==> config.mk <==
export PLATFORM = sky130hd
export DESIGN_NAME = dot_operand_sequencer
export DESIGN_NICKNAME = d
export VERILOG_FILES = /design/src/rtl/tensor_pkg.sv /design/src/rtl/dot_operand_fifo.sv /design/src/rtl/dot_operand_sequencer.sv
export SDC_FILE = /design/constraint.sdc
export NUM_CORES = 1
export LEC_CHECK = 0
export BUFFER_PORTS_ARGS = -buffer_cell sky130_fd_sc_hd__buf_2
export CAP_MARGIN = 40
export CELL_PAD_IN_SITES_DETAIL_PLACEMENT = 0
export CELL_PAD_IN_SITES_GLOBAL_PLACEMENT = 1
export CORE_MARGIN = 2
export CORE_UTILIZATION = 50
export DETAILED_ROUTE_END_ITERATION = 6
export PLACE_DENSITY = 0.95
export SLEW_MARGIN = 30
export SYNTH_ARGS = -nofsm -noshare
export SYNTH_HDL_FRONTEND = slang
export SYNTH_SLANG_ARGS = --single-unit
export TNS_END_PERCENT = 30
==> constraint.sdc <==
create_clock -name clk -period 18.8 [get_ports clk]
set_input_delay 1.88 -clock clk [delete_from_list [all_inputs] [get_ports clk]]
set_output_delay 1.88 -clock clk [all_outputs]
set_load 0.01 [all_outputs]
==> src/rtl/tensor_pkg.sv <==
// rtl/tensor_pkg.sv - shared tensor datapath types for the dot-product operand path
package tensor_pkg;

  localparam int DEF_LANES  = 1;
  localparam int DEF_DATA_W = 32;
  localparam int DEF_TAG_W  = 4;

  typedef logic [DEF_DATA_W-1:0] fp32_t;
  typedef fp32_t [DEF_LANES-1:0] opvec_t;

  localparam fp32_t FP32_POS_ZERO = 32'h0000_0000;

  typedef struct packed {
    opvec_t                 a;
    opvec_t                 b;
    logic [DEF_LANES-1:0]   mask;
    logic [DEF_TAG_W-1:0]   tag;
    logic                   last;
  } beat_t;

  typedef enum logic [1:0] {
    ST_IDLE,
    ST_FETCH,
    ST_DRAIN
  } seq_state_t;

endpackage

==> src/rtl/dot_operand_fifo.sv <==
// rtl/dot_operand_fifo.sv - small operand beat FIFO with occupancy count and flush
module dot_operand_fifo #(
  parameter type beat_t = tensor_pkg::beat_t,
  parameter int  DEPTH  = 3,
  parameter int  CNT_W  = $clog2(DEPTH + 1)
) (
  input  logic             clk,
  input  logic             rst_ni,
  input  logic             flush,
  input  logic             push,
  input  beat_t            push_beat,
  input  logic             pop,
  output beat_t            head,
  output logic [CNT_W-1:0] count
);

  localparam int PTR_W = (DEPTH > 1) ? $clog2(DEPTH) : 1;

  beat_t            mem [DEPTH];
  logic [PTR_W-1:0] wr_ptr;
  logic [PTR_W-1:0] rd_ptr;
  logic             do_push;
  logic             do_pop;

  function automatic logic [PTR_W-1:0] next_ptr(input logic [PTR_W-1:0] p);
    return (p == PTR_W'(DEPTH - 1)) ? '0 : p + 1'b1;
  endfunction

  assign do_push = push && !flush && (count != CNT_W'(DEPTH));
  assign do_pop  = pop && !flush && (count != '0);

  always_ff @(posedge clk or negedge rst_ni) begin
    if (!rst_ni) begin
      wr_ptr <= '0;
      rd_ptr <= '0;
      count  <= '0;
    end else if (flush) begin
      wr_ptr <= '0;
      rd_ptr <= '0;
      count  <= '0;
    end else begin
      if (do_push) wr_ptr <= next_ptr(wr_ptr);
      if (do_pop)  rd_ptr <= next_ptr(rd_ptr);
      count <= count + CNT_W'(do_push) - CNT_W'(do_pop);
    end
  end

  // Storage needs no reset: the head is only observed while count is non-zero.
  always_ff @(posedge clk) begin
    if (do_push) mem[wr_ptr] <= push_beat;
  end

  assign head = mem[rd_ptr];

endmodule

==> src/rtl/dot_operand_sequencer.sv <==
// rtl/dot_operand_sequencer.sv - reads A/B operand groups and issues masked LANES-wide beats to the dot unit
module dot_operand_sequencer
  import tensor_pkg::*;
#(
  parameter int LANES   = 1,
  parameter int DATA_W  = 32,
  parameter int MAX_LEN = 64,
  parameter int ADDR_W  = 8,
  parameter int TAG_W   = 4,
  parameter int LEN_W   = $clog2(MAX_LEN + 1)
) (
  input  logic                    clk,
  input  logic                    rst_ni,
  input  logic                    flush,
  input  logic                    req_valid,
  output logic                    req_ready,
  input  logic [LEN_W-1:0]        req_len,
  input  logic [ADDR_W-1:0]       req_base,
  input  logic [TAG_W-1:0]        req_tag,
  output logic                    rd_en,
  output logic [ADDR_W-1:0]       rd_addr,
  input  logic [LANES*DATA_W-1:0] rd_data_a,
  input  logic [LANES*DATA_W-1:0] rd_data_b,
  output logic                    op_valid,
  input  logic                    op_ready,
  output logic [LANES*DATA_W-1:0] op_a,
  output logic [LANES*DATA_W-1:0] op_b,
  output logic [LANES-1:0]        op_mask,
  output logic [TAG_W-1:0]        op_tag,
  output logic                    op_last,
  output logic                    busy
);

  typedef struct packed {
    logic [LANES*DATA_W-1:0] a;
    logic [LANES*DATA_W-1:0] b;
    logic [LANES-1:0]        mask;
    logic [TAG_W-1:0]        tag;
    logic                    last;
  } op_beat_t;

  seq_state_t         state_q;
  logic [LEN_W-1:0]   len_q;
  logic [ADDR_W-1:0]  base_q;
  logic [TAG_W-1:0]   tag_q;
  logic [LEN_W-1:0]   grp_q;
  logic [LEN_W:0]     elem_q;
  logic               inflight_q;
  logic [LANES-1:0]   pend_mask_q;
  logic               pend_last_q;

  logic [1:0]         fifo_count;
  logic               fifo_push;
  logic               fifo_pop;
  op_beat_t           push_beat;
  op_beat_t           head_beat;

  logic               accept;
  logic               room;
  logic               issue;
  logic               issue_last;
  logic [LANES-1:0]   issue_mask;
  logic [LEN_W+1:0]   remain;

  assign accept = (state_q == ST_IDLE) && req_valid && !flush;

  // Read gating looks only at registered occupancy, never at op_ready.
  always_comb begin
    room       = ({1'b0, fifo_count} + {2'b00, inflight_q}) < 3'd3;
    issue      = (state_q == ST_FETCH) && room && !flush;
    remain     = {2'b00, len_q} - {1'b0, elem_q};
    issue_last = remain <= (LEN_W + 2)'(LANES);
    issue_mask = '0;
    for (int i = 0; i < LANES; i++) begin
      issue_mask[i] = (LEN_W + 2)'(i) < remain;
    end
  end

  always_comb begin
    push_beat = '0;
    fifo_push = 1'b0;
    if (accept && (req_len == '0)) begin
      fifo_push      = 1'b1;
      push_beat.tag  = req_tag;
      push_beat.last = 1'b1;
    end else if (inflight_q && !flush) begin
      fifo_push      = 1'b1;
      push_beat.mask = pend_mask_q;
      push_beat.tag  = tag_q;
      push_beat.last = pend_last_q;
      for (int i = 0; i < LANES; i++) begin
        push_beat.a[i*DATA_W +: DATA_W] = pend_mask_q[i] ? rd_data_a[i*DATA_W +: DATA_W] : FP32_POS_ZERO;
        push_beat.b[i*DATA_W +: DATA_W] = pend_mask_q[i] ? rd_data_b[i*DATA_W +: DATA_W] : FP32_POS_ZERO;
      end
    end
  end

  always_ff @(posedge clk or negedge rst_ni) begin
    if (!rst_ni) begin
      state_q     <= ST_IDLE;
      len_q       <= '0;
      base_q      <= '0;
      tag_q       <= '0;
      grp_q       <= '0;
      elem_q      <= '0;
      inflight_q  <= 1'b0;
      pend_mask_q <= '0;
      pend_last_q <= 1'b0;
    end else if (flush) begin
      state_q    <= ST_IDLE;
      inflight_q <= 1'b0;
    end else begin
      inflight_q <= issue;
      if (issue) begin
        pend_mask_q <= issue_mask;
        pend_last_q <= issue_last;
        grp_q       <= grp_q + 1'b1;
        elem_q      <= elem_q + (LEN_W + 1)'(LANES);
      end
      case (state_q)
        ST_IDLE: begin
          if (req_valid) begin
            len_q   <= req_len;
            base_q  <= req_base;
            tag_q   <= req_tag;
            grp_q   <= '0;
            elem_q  <= '0;
            state_q <= (req_len == '0) ? ST_DRAIN : ST_FETCH;
          end
        end
        ST_FETCH: begin
          if (issue && issue_last) state_q <= ST_DRAIN;
        end
        ST_DRAIN: begin
          if (!inflight_q && (fifo_count == 2'd0)) state_q <= ST_IDLE;
        end
        default: state_q <= ST_IDLE;
      endcase
    end
  end

  dot_operand_fifo #(
    .beat_t (op_beat_t),
    .DEPTH  (3),
    .CNT_W  (2)
  ) u_fifo (
    .clk       (clk),
    .rst_ni    (rst_ni),
    .flush     (flush),
    .push      (fifo_push),
    .push_beat (push_beat),
    .pop       (fifo_pop),
    .head      (head_beat),
    .count     (fifo_count)
  );

  assign fifo_pop  = op_valid && op_ready;
  assign op_valid  = fifo_count != 2'd0;
  assign op_a      = op_valid ? head_beat.a    : '0;
  assign op_b      = op_valid ? head_beat.b    : '0;
  assign op_mask   = op_valid ? head_beat.mask : '0;
  assign op_tag    = op_valid ? head_beat.tag  : '0;
  assign op_last   = op_valid && head_beat.last;

  assign req_ready = state_q == ST_IDLE;
  assign rd_en     = issue;
  assign rd_addr   = base_q + ADDR_W'(grp_q);
  assign busy      = (state_q != ST_IDLE) || op_valid;

endmodule

* Word level (Yosys, flattened, before mapping)
Memories as Yosys holds them, arrays and structs flattened.
Cells that the tools add are included.
** Word-level totals
- Input bits :: 88
- RAM bits :: 210
- ROM bits :: 0
- Register bits after elaboration :: 45
- Output and inout bits :: 82
- Bits in latches :: 0
- Word-level logic and storage cells :: 94
- Memories :: 1
** Memory list
- u_fifo.mem :: words 3, width 70, rd ports 1, clocked after Yosys merged registers in 0, wr ports 1, line dot_operand_fifo.sv:19 : beat_t mem [DEPTH];
** Cells by class
- Muxes and demuxes :: 33
- Reductions and logical operators :: 27
- Equal/unequal tests :: 8
- $lt $le $gt $ge :: 3
- Shift operators :: 0
- $mul :: 0
- Add/subtract/negate cells :: 9
- Bitwise operators :: 1
- Divide/modulo/power cells :: 0
** Operator list (number)
- $mux W32 :: 4
- $mux W70 :: 1
- $mux W65 :: 1
- $mux W2 :: 12
- $mux W8 :: 3
- $mux W7 :: 3
- $logic_and A1 B1 Y1 :: 14
- $le A9 B1 Y1 const B :: 1
- $lt A1 B9 Y1 const A :: 1
- $sub A7 B8 Y9 :: 1
- $add A8 B1 Y8 const B :: 1
- $add A8 B7 Y8 :: 1
- $reduce_bool A2 Y1 :: 4
- $add A7 B1 Y7 const B :: 1
- $logic_not A7 Y1 :: 1
- $eq A2 B2 Y1 const B :: 3
- $mux W1 :: 6
- $ne A3 B3 Y1 const B :: 2
- $pmux W2 S3 :: 1
- $reduce_and A3 Y1 :: 2
- $mux W5 :: 1
- $add A2 B1 Y2 const B :: 2
- $logic_not A2 Y1 :: 2
- $mux W4 :: 1
- 11 further kinds :: 12

* Logic depth before layout (Yosys ltp)
Gate-level depths: netlist of the first run.
- Depth in word-level cells :: 10
- Gate-level depth with buffers :: 9

* Cells and area by module
A second synthesis of the first run with hierarchy kept.
** Unflattened totals
- Cells, all modules :: 878
- Area, all modules :: 11494.8 µm²
** Modules (own cells, without submodules)
- dot_operand_fifo :: times used 1, sequential area each 6456.2 µm², area each 8139.1 µm², cells each 483
- dot_operand_sequencer :: times used 1, sequential area each 975.9 µm², area each 3355.7 µm², cells each 395

* Least setup slack after synthesis of the first run
Ideal clock, no wire load.
- Path type :: in2reg
- Start :: input req_len[2]
- End :: memory u_fifo.mem[2][0] (netlist name) (enable)
- Arrival time :: 7.874 ns
- Cell stages on the path :: 4
- Setup slack :: 10.327 ns
- Data required time :: 18.201 ns
- Cell sequence :: nor4_2 > and3_1 > o21ai_0 > nor3b_1
** Between the ends
- Word-level cells in the longest chain between the ends :: 7
** RTL lines
- from (decl) :: line dot_operand_sequencer.sv:17 : input logic [LEN_W-1:0] req_len,
- $logic_not A7 Y1 :: line dot_operand_sequencer.sv:82 : if (accept && (req_len == '0)) begin
- $logic_and A1 B1 Y1 :: line dot_operand_sequencer.sv:82
- $mux W1 :: line dot_operand_sequencer.sv:82
- $logic_and A1 B1 Y1 (2 in a row) :: line dot_operand_fifo.sv:29 : assign do_push = push && !flush && (count != CNT_W'(DEPTH));
- $mux W1 :: line dot_operand_fifo.sv:50 : if (do_push) mem[wr_ptr] <= push_beat;
- $mux W1 (implied by the code) :: line dot_operand_fifo.sv:50
- to (decl) :: line dot_operand_fifo.sv:19
Every way passes these cells.

* Worst setup path after layout of the first run
- Start :: input flush
- End :: output rd_en
** Between the ends
- Word-level cells in the longest chain between the ends :: 2
** RTL lines
- from (decl) :: line dot_operand_sequencer.sv:14 : input logic flush,
- $logic_not A1 Y1 :: line dot_operand_sequencer.sv:70 : issue = (state_q == ST_FETCH) && room && !flush;
- $logic_and A1 B1 Y1 :: line dot_operand_sequencer.sv:70
- to (decl) :: line dot_operand_sequencer.sv:20 : output logic rd_en,
Every way passes these cells.

==> flow_summary.json, run 1 <==
{
  "grt_max_degree": 71,
  "cp_max_fo": 18,
  "cts.clk_slew.worst_paths_ns": 0.06,
  "postPlaceCellArea_um2": 12400,
  "max_freq_mhz": 193,
  "clk_path_buf_depth": 3,
  "final_area_um2": 13200,
  "dieArea_um2": 23500,
  "dp.cells": 1286,
  "hp-class": "reg2reg",
  "grt_pass1_vias": 6862,
  "synth-edff-count": 210,
  "synth_ff_type": "edfxtp_1",
  "post-cts-setup-buffer-count": 0,
  "reg2reg_depth": 7,
  "synth_area_um2": 11100,
  "critPathArrivalTime_ns": 3.31,
  "wl_um": 22100,
  "synth_common_cells": "210 x edfxtp_1, 174 x nor2_1, 84 x a21oi_1",
  "p_comb_share_pct": 14.4,
  "rr_startpoint": "state_q[1]",
  "clock-root-buffer": "clkbuf_16",
  "r2r_setup_slack_ns": 15.64,
  "layout.nets": 1147,
  "worst_path_max_delay_cell": "or3b_1",
  "sequentialPowerShare_pct": 49.0,
  "ios": 170,
  "worstSetupEndpointType": "output port",
  "rows": 54,
  "cts_made_buffers": 26,
  "drtPass1Iterations": 5,
  "synth_top_area_cell": "edfxtp_1",
  "grt_antenna_before_repair": 0,
  "via_per_inst": 5.27,
  "yosys_warnings": 0,
  "status": "finished, final reports clean",
  "vias": 7026,
  "crit_path_cell_trace": "buf_2, or3b_1, a211o_1, inv_2, buf_2",
  "start_kind": "input port",
  "ys_seq_elements": 255,
  "p_sw_share_pct": 24.3,
  "ctsResizeCount": 0,
  "total_power_mw": 1.33,
  "synth_top_area_share_pct": 56.7,
  "layout-drive-gt1-share_pct": 23.7,
  "yosysMostFrequentCell": "edfxtp_1",
  "period_minus_slack_ns": 5.19,
  "rsz0062_at_grt": "false",
  "setup_viol": 0,
  "min_from": "tag_q[1]",
  "insertion_delay_ns": 0.53,
  "skew_ns": 0.00791,
  "dp_hpwl_um": 14000,
  "async_flop_share_pct": 17.6,
  "syn_to_final_growth_pct": 18.7,
  "max_slew_margin_pct": 48.2,
  "hold_viol": 0,
  "gp_congestion": 0.814,
  "coreArea_um2": 21800,
  "yosysUniqueCellTypes": 50,
  "cellPowerDensity_nw_per_um2": 101,
  "final_cells": 1333,
  "fp.dieH_um": 153,
  "cts_tree": "yes",
  "hold_depth": 1,
  "period_share_pct": 27.6,
  "p_leak_nw": 5.26,
  "grt_overflow": 0,
  "internal_power_mw": 1.01,
  "drc": 0,
  "numPortBuffers": 169,
  "fp.dieW_um": 153,
  "grt_usage_pct": 18.6,
  "cp_common_cell": "buf_2",
  "crit_buf_inv": 3,
  "ir_drop_mv": 0.0771,
  "worstMarginPinSlew_ns": 0.773,
  "slew_viol_final": 0,
  "worstPathRequired_ns": 16.92,
  "drv_cap": 0,
  "cp_slowest_stage_delay_ns": 0.45,
  "insertedDiodeCount": 0,
  "cts.sinks": 255,
  "grt_pass1_wl_um": 35000,
  "clkPwrFrac_pct": 36.7,
  "ant_nets": 0,
  "drtIter0Drc": 337,
  "rr_endpoint": "u_fifo.mem[2][57]",
  "fin_tns_setup_ns": 0,
  "worst_hold_path.endpoint": "tag_q[1]",
  "ctsHoldBuffers": 0,
  "path_class": "in2out",
  "power_switching_mw": 0.323,
  "start_util_pct": 51.0,
  "path_delay_family": "buffers and inverters",
  "synth_area_leaders": "edfxtp_1 57%, dfrtp_1 10%, mux2i_1 6.4%",
  "ys_seq_area_share_pct": 66.8,
  "synth_fp_nets": 980,
  "h-tree-depth": 1,
  "avgSynthCellArea_um2": 12.8,
  "wire_per_inst_um": 16.6,
  "synthCells": 869
}
==> kinds of logic after synthesis <==
group	count (synthesis)	synth area share [%]
compound gates	109	5.44
xor+xnor	21	1.65
fa+ha+maj	23	2.72
buf+inv	64	2.29
flops	255	66.8
mux	87	8.00
simple gates	310	13.1
==> worst register-to-register path: stages, from the launching register on <==
cell and delay, ns:
dfrtp_1 0.47, nor4b_4 0.29, and3_1 0.32, o21ai_0 0.14, clkbuf_2 0.18, nor3b_2 0.67
buf_4 0.46, buf_16 0.29
==> cell usage in the layout, fill, tap and decap left out, types with 7 or more instances in the layout <==
cell / n
a21oi_1: 84
and2_1: 64
buf_2: 168
buf_4: 8
clkbuf_1: 7
clkbuf_16: 26
dfrtp_1: 43
edfxtp_1: 210
ha_1: 21
inv_1: 19
mux2_2: 16
mux2i_1: 71
nand2_1: 26
nand3_1: 7
nor2_1: 173
o21ai_0: 8
xnor2_1: 14
xor2_1: 7
==> power groups by stage <==
stage	logic, mW	registers (mW)	clock network [mW]
2_1_floorplan	0.131	0.655	0
3_3_place_gp	0.185	0.661	0
3_5_place_dp	0.190	0.662	0
4_1_cts	0.192	0.651	0.496
5_1_grt	0.216	0.653	0.517
6_report	0.191	0.650	0.487
==> metal layers <==
metal  GRT usage (%)  part of all wire, %
met1            23.4                   40
met2            33.3                   52
met3            2.89                  5.5
met4            5.34                  2.7
met5               0                    0
==> area by class of cell <==
cell class / instances / area (µm²)
clock buffers: 35 / 704
well taps: 280 / 350
flip-flops and latches: 255 / 7440
fillers: 1707 / 8610
multi-input cells: 550 / 3470
clock inverters: 10 / 106
inverters: 20 / 75.1
repair buffers: 183 / 1060
==> sequential cells by signal, indices dropped and copies added, names as in the netlist <==
| signal | flops |
|---|---|
| u_fifo.mem | 210 |
| tag_q | 4 |
| inflight_q | 1 |
| u_fifo.wr_ptr | 2 |
| grp_q | 7 |
| elem_q | 8 |
| len_q | 7 |
| base_q | 8 |
| pend_mask_q | 1 |
| u_fifo.rd_ptr | 2 |
| state_q | 2 |
| u_fifo.count | 2 |
| pend_last_q | 1 |
==> stage by stage <==
stage	hold slack [ns]	setup slack, ns	utilization, %
floorplan	0.477	10.33	-
global placement	0.491	13.67	56.1
detailed placement	0.496	13.65	56.7
CTS	0.510	13.63	60.4
global route	0.523	13.51	60.5
finish	0.507	13.61	60.5
==> how the worst max path moves through the flow <==
stage	endpoint	slack [ns]	cells after the start	startpoint
finish	rd_en	13.61	5	flush
global placement	rd_en	13.67	5	flush
floorplan	u_fifo.mem[2][0]	10.33	4	req_len[2]
global route	rd_en	13.51	5	flush
detailed placement	rd_en	13.65	5	flush
CTS	rd_en	13.63	5	flush
Note: power is estimated with default switching activity, not from simulation.
==> run 2, diff against run 1 <==
Settings changed: CORE_UTILIZATION 50 to 42, PLACE_DENSITY 0.95 to 0.89.
Clock period 18.8 ns to 4.6 ns, I/O delays scaled along.
==> run 2 against run 1 <==
Non-clock buffer count shrank 1. Sequential power grew to 4.1 times the previous value. Final area hardly changed. Largest power group unchanged. Via count down 0.11%. Global-route usage shrank 2.3 points. Combinational power rose to 4.0 times the previous value. Worst setup slack worse by 12 ns. Utilization decreased by 9.9 points. Largest cell class unchanged. Routed wire length increased by 3.6%. Final cell count increased by 4.3%. Total power increased to 4.1 times the previous value.
==> flow_summary.json, run 2 (synthesized netlist as in run 1, its figures left out) <==
{
  "coreArea_um2": 26100,
  "clk_path_buf_depth": 3,
  "cts_tree": "yes",
  "fillCellCount": 2295,
  "skew_ns": 0.0181,
  "hp-class": "in2reg",
  "wl_um": 22900,
  "slew_viol_final": 0,
  "final_cells": 1390,
  "grt_antenna_before_repair": 1,
  "worstMarginPinSlew_ns": 0.789,
  "layout-drive-gt1-share_pct": 23.8,
  "setup_viol": 0,
  "drc": 0,
  "cts.sinks": 255,
  "path_class": "reg2out",
  "drtIter0Drc": 349,
  "post-cts-setup-buffer-count": 0,
  "syn_to_final_growth_pct": 18.6,
  "insertion_delay_ns": 0.53,
  "grt_overflow": 0,
  "rsz0062_at_grt": "false",
  "cts_made_buffers": 26,
  "grt_pass1_wl_um": 36500,
  "fp.dieW_um": 167,
  "max_slew_margin_pct": 47.3,
  "wire_per_inst_um": 16.5,
  "largest_register_ffs": 210,
  "grt_pass1_vias": 7140,
  "rows": 59,
  "final_cell_mix": "210 x edfxtp_1, 173 x nor2_1, 168 x buf_2",
  "dp.cells": 1340,
  "drv_cap": 0,
  "grt_max_degree": 71,
  "start_kind": "flop",
  "total_power_mw": 5.41,
  "drtPass1Iterations": 5,
  "vias": 7018,
  "fp.dieH_um": 167,
  "final_common_cell": "edfxtp_1",
  "worstSetupEndpointType": "output port",
  "dieArea_um2": 27800,
  "ant_nets": 0,
  "cellPowerDensity_nw_per_um2": 410,
  "largest_register": "u_fifo.mem",
  "layout.nets": 1146,
  "via_per_inst": 5.05,
  "post-place-ws_ns": 1.51,
  "clock-root-buffer": "clkbuf_16",
  "numPortBuffers": 169,
  "ios": 170,
  "hold_viol": 0,
  "h-tree-depth": 1,
  "top_regs": "u_fifo.mem: 210 flops, base_q: 8 flops, elem_q: 8 flops",
  "status": "finished, final reports clean",
  "period_share_pct": 66.5,
  "p_leak_nw": 5.22,
  "worstPathRequired_ns": 4.14,
  "r2r_setup_slack_ns": 1.91,
  "cp_max_fo": 4,
  "critPathArrivalTime_ns": 2.60,
  "grt_usage_pct": 16.2,
  "gp_congestion": 0.745,
  "max_freq_mhz": 327,
  "dp_hpwl_um": 14500,
  "ir_drop_mv": 0.303,
  "period_minus_slack_ns": 3.06,
  "fin_ws_ns": 1.54,
  "cts.clk_slew.worst_paths_ns": 0.06,
  "start_util_pct": 42.7
}
## run 2: metrics by stage
step / setup TNS (ns) / cell area [µm²] / util [%] / hold slack (ns)
2_1_floorplan: -151.34 / 11100 / - / 0.164
3_3_place_gp: 0 / 12400 / 47.5 / 0.494
3_5_place_dp: 0 / 12400 / 47.5 / 0.496
4_1_cts: 0 / 13200 / 50.6 / 0.114
5_1_grt: 0 / 13200 / 50.6 / 0.145
6_report: 0 / 13200 / 50.7 / 0.138
## run 2: metal layers
| metal | part of all wire [%] | track usage [%] | vias to the layer above |
|---|---|---|---|
| met5 | 0 | 0 | - |
| met4 | 2.4 | 4.46 | 0 |
| met3 | 5.5 | 3.28 | 39 |
| met2 | 50 | 28.7 | 181 |
| met1 | 42 | 20.3 | 3360 |
| li1 | - | - | 3438 |
## run 2: what timing repair did
action	in CTS	in global routing
endpoints found under the hold margin	45	0
hold buffers	1	0
gates resized for setup	0	0
## run 2: critical path, cell delays in order, from the launching register on
cell	delay, ns
dfrtp_1	0.43
ha_1	0.22
inv_1	0.07
fa_1	0.20
nor2b_1	0.06
o21ai_0	0.24
a21boi_0	0.19
or4_1	0.43
nand3_1	0.10
buf_2	0.13
## run 2: area by class of cell
type	count	area, µm²	area share [%]
flip-flops and latches	255	7440	56.4
multi-input cells	550	3480	26.4
repair buffers	182	971	7.36
clock buffers	31	669	5.07
well taps	335	419	3.18
clock inverters	16	144	1.09
inverters	20	75.1	0.569
diodes	1	2.50	0.0190
## run 2: final timing paths
| path | depth (start not counted) | from | end |
|---|---|---|---|
| max reg2reg | 6 | state_q[1] | u_fifo.mem[1][62] |
| min reg2reg | 1 | tag_q[2] | tag_q[2] |
| min | 3 | req_base[1] | base_q[1] |
| max in group asynchronous | 2 | rst_ni | u_fifo.rd_ptr[0] |
| min in group asynchronous | 2 | rst_ni | len_q[6] |
| max | 9 | grp_q[0] | rd_addr[6] |
## run 2: power breakdown
part	switching [mW]	internal, mW
combinational	0.424	0.338
sequential	0.0844	2.58
clock	0.835	1.15
total	1.34	4.07
==> run 3, diff against run 2 <==
Clock period 4.6 ns to 2.68 ns, I/O delays scaled along.
==> run 3 against run 2 <==
Register-to-register slack lost 1.6 ns. First-iteration DRC count rose by 19%. Flip-flop and latch count unchanged. Clock skew grew 0.0016 ns. Largest cell class unchanged.
==> flow_summary.json, run 3 (synthesized netlist as in run 1, its figures left out) <==
{
  "drtIter0Drc": 416,
  "grt_util_met1_pct": 22.0,
  "largest_register_ffs": 210,
  "worstSetupEndpointType": "output port",
  "ir_drop_mv": 0.501,
  "sequentialPowerShare_pct": 49.0,
  "start_util_pct": 42.7,
  "wl_um": 24100,
  "layout.nets": 1173,
  "rsz0062_at_grt": "true",
  "period_share_pct": 97.5,
  "power_switching_mw": 2.37,
  "largest_register": "u_fifo.mem",
  "layout-drive-gt1-share_pct": 24.7,
  "cp_max_fo": 5,
  "setup_viol": 0,
  "hp-class": "in2reg",
  "drtPass1Iterations": 4,
  "cts.sinks": 255,
  "min_from": "req_len[2]",
  "final_common_cell": "edfxtp_1",
  "slew_viol_final": 0,
  "grt_pass1_vias": 7196,
  "grt_pass1_wl_um": 37300,
  "reg2reg_depth": 5,
  "worst_path_max_delay_cell": "dfrtp_1",
  "hold_depth": 2,
  "grt_max_degree": 72,
  "clkPwrFrac_pct": 36.0,
  "period_minus_slack_ns": 2.61,
  "cts_tree": "yes",
  "dieArea_um2": 27800,
  "ios": 170,
  "worstMarginPinSlew_ns": 0.683,
  "via_per_inst": 5.06,
  "p_sw_share_pct": 25.5,
  "start_kind": "flop",
  "critPathArrivalTime_ns": 2.34,
  "skew_ns": 0.0197,
  "coreArea_um2": 26100,
  "drv_cap": 0,
  "insertion_delay_ns": 0.53,
  "rows": 59,
  "p_comb_share_pct": 15.0,
  "h-tree-depth": 1,
  "startpoint": "grp_q[1]",
  "use_met2_pct": 29.0,
  "grt_usage_pct": 16.8,
  "cp_slowest_stage_delay_ns": 0.43,
  "crit_path_cell_trace": "ha_1, a21o_1, a211oi_2, nor2_1, o41ai_2, xnor2_1, buf_2",
  "vias": 7177,
  "path_class": "reg2out",
  "fp.dieW_um": 167,
  "status": "finished, final reports clean",
  "final_cell_mix": "210 x edfxtp_1, 173 x nor2_1, 169 x buf_2",
  "rr_startpoint": "state_q[1]",
  "cellPowerDensity_nw_per_um2": 684,
  "r2r_setup_slack_ns": 0.27,
  "grt_overflow": 0,
  "drc": 0,
  "clk_path_buf_depth": 3,
  "fillCellCount": 2247,
  "dp_hpwl_um": 15100,
  "max_slew_margin_pct": 54.5,
  "clock-root-buffer": "clkbuf_16",
  "internal_power_mw": 6.95,
  "worstPathRequired_ns": 2.41,
  "fp.dieH_um": 167,
  "gp_congestion": 0.796,
  "cts.clk_slew.worst_paths_ns": 0.06,
  "postPlaceCellArea_um2": 12600,
  "numPortBuffers": 169,
  "wire_per_inst_um": 17.0,
  "grt_antenna_before_repair": 2,
  "hold_viol": 0,
  "top_regs": "u_fifo.mem: 210 flops, base_q: 8 flops, elem_q: 8 flops",
  "busiest_layer": "met2",
  "syn_to_final_growth_pct": 22.5,
  "max_freq_mhz": 383,
  "total_power_mw": 9.32,
  "fin_tns_setup_ns": 0,
  "cts_made_buffers": 26,
  "ant_nets": 0,
  "rr_endpoint": "u_fifo.mem[2][53]",
  "p_leak_nw": 5.37,
  "met3_usage_pct": 3.30,
  "final_area_um2": 13600,
  "worst_hold_path.endpoint": "len_q[2]"
}
==> run 3: cell count changes in the layout (fill, tap and decap cells not counted), sizes merged <==
cell and change:
dlygate4sd3 +18, buf +10, clkinv +2, bufinv -1, clkbuf -1
==> run 3: area by class of cell <==
type,count,area [µm²],share of cell area [%]
Antenna cell,1,2.50,0.0184
Clock buffer,31,669,4.91
Clock inverter,17,124,0.909
Inverter,20,76.3,0.560
Multi-Input combinational cell,550,3530,25.9
Sequential cell,255,7440,54.6
Tap cell,335,419,3.07
Timing Repair Buffer,209,1370,10.1
==> run 3: worst max-delay path by stage <==
stage                              endpoint  depth (start not counted)
after floorplan            u_fifo.mem[2][0]                          4
after global placement    u_fifo.mem[2][62]                          5
after detailed placement  u_fifo.mem[2][55]                          5
after CTS                        rd_addr[6]                          9
after global routing             rd_addr[7]                          7
final                            rd_addr[7]                          7
==> run 3: through the flow <==
step	utilization [%]	hold slack (ns)	setup slack, ns	std cells
5_1_grt	52.3	0.00386	-0.0481	1417
3_5_place_dp	48.3	0.184	0.239	1348
4_1_cts	52.1	0.00750	0.0109	1415
3_3_place_gp	48.2	0.438	0.140	1347
6_report	52.3	0.0208	0.0681	1418
2_1_floorplan	-	-0.0276	-0.666	869
==> run 3: routing by layer <==
layer / up-vias / wire length (µm)
met5: - / 16
met4: 2 / 478
li1: 3498 / -
met3: 36 / 1450
met1: 3429 / 10300
met2: 212 / 11900
==> run 3: power groups by stage <==
| stage | registers (mW) | logic, mW | clock network [mW] |
|---|---|---|---|
| floorplan | 4.59 | 0.921 | 0 |
| global placement | 4.65 | 1.32 | 0 |
| detailed placement | 4.66 | 1.35 | 0 |
| CTS | 4.58 | 1.38 | 3.42 |
| global route | 4.59 | 1.57 | 3.60 |
| finish | 4.57 | 1.40 | 3.35 |
==> run 3: repair_timing <==
action,4_1_cts,5_1_grt
resized for setup,4,6
setup buffers,0,2
hold buffers,19,0
hold endpoints to repair,63,0
setup endpoints to repair,3,29
pin swaps,0,0
==> run 3: critical path, delay by kind of cell (launching register included) <==
family | cells | cell delay, ns
compound gates | 3 | 0.66
fa+ha+maj | 1 | 0.29
simple gates | 1 | 0.09
buf+inv | 1 | 0.17
xor+xnor | 1 | 0.17
flops | 1 | 0.43
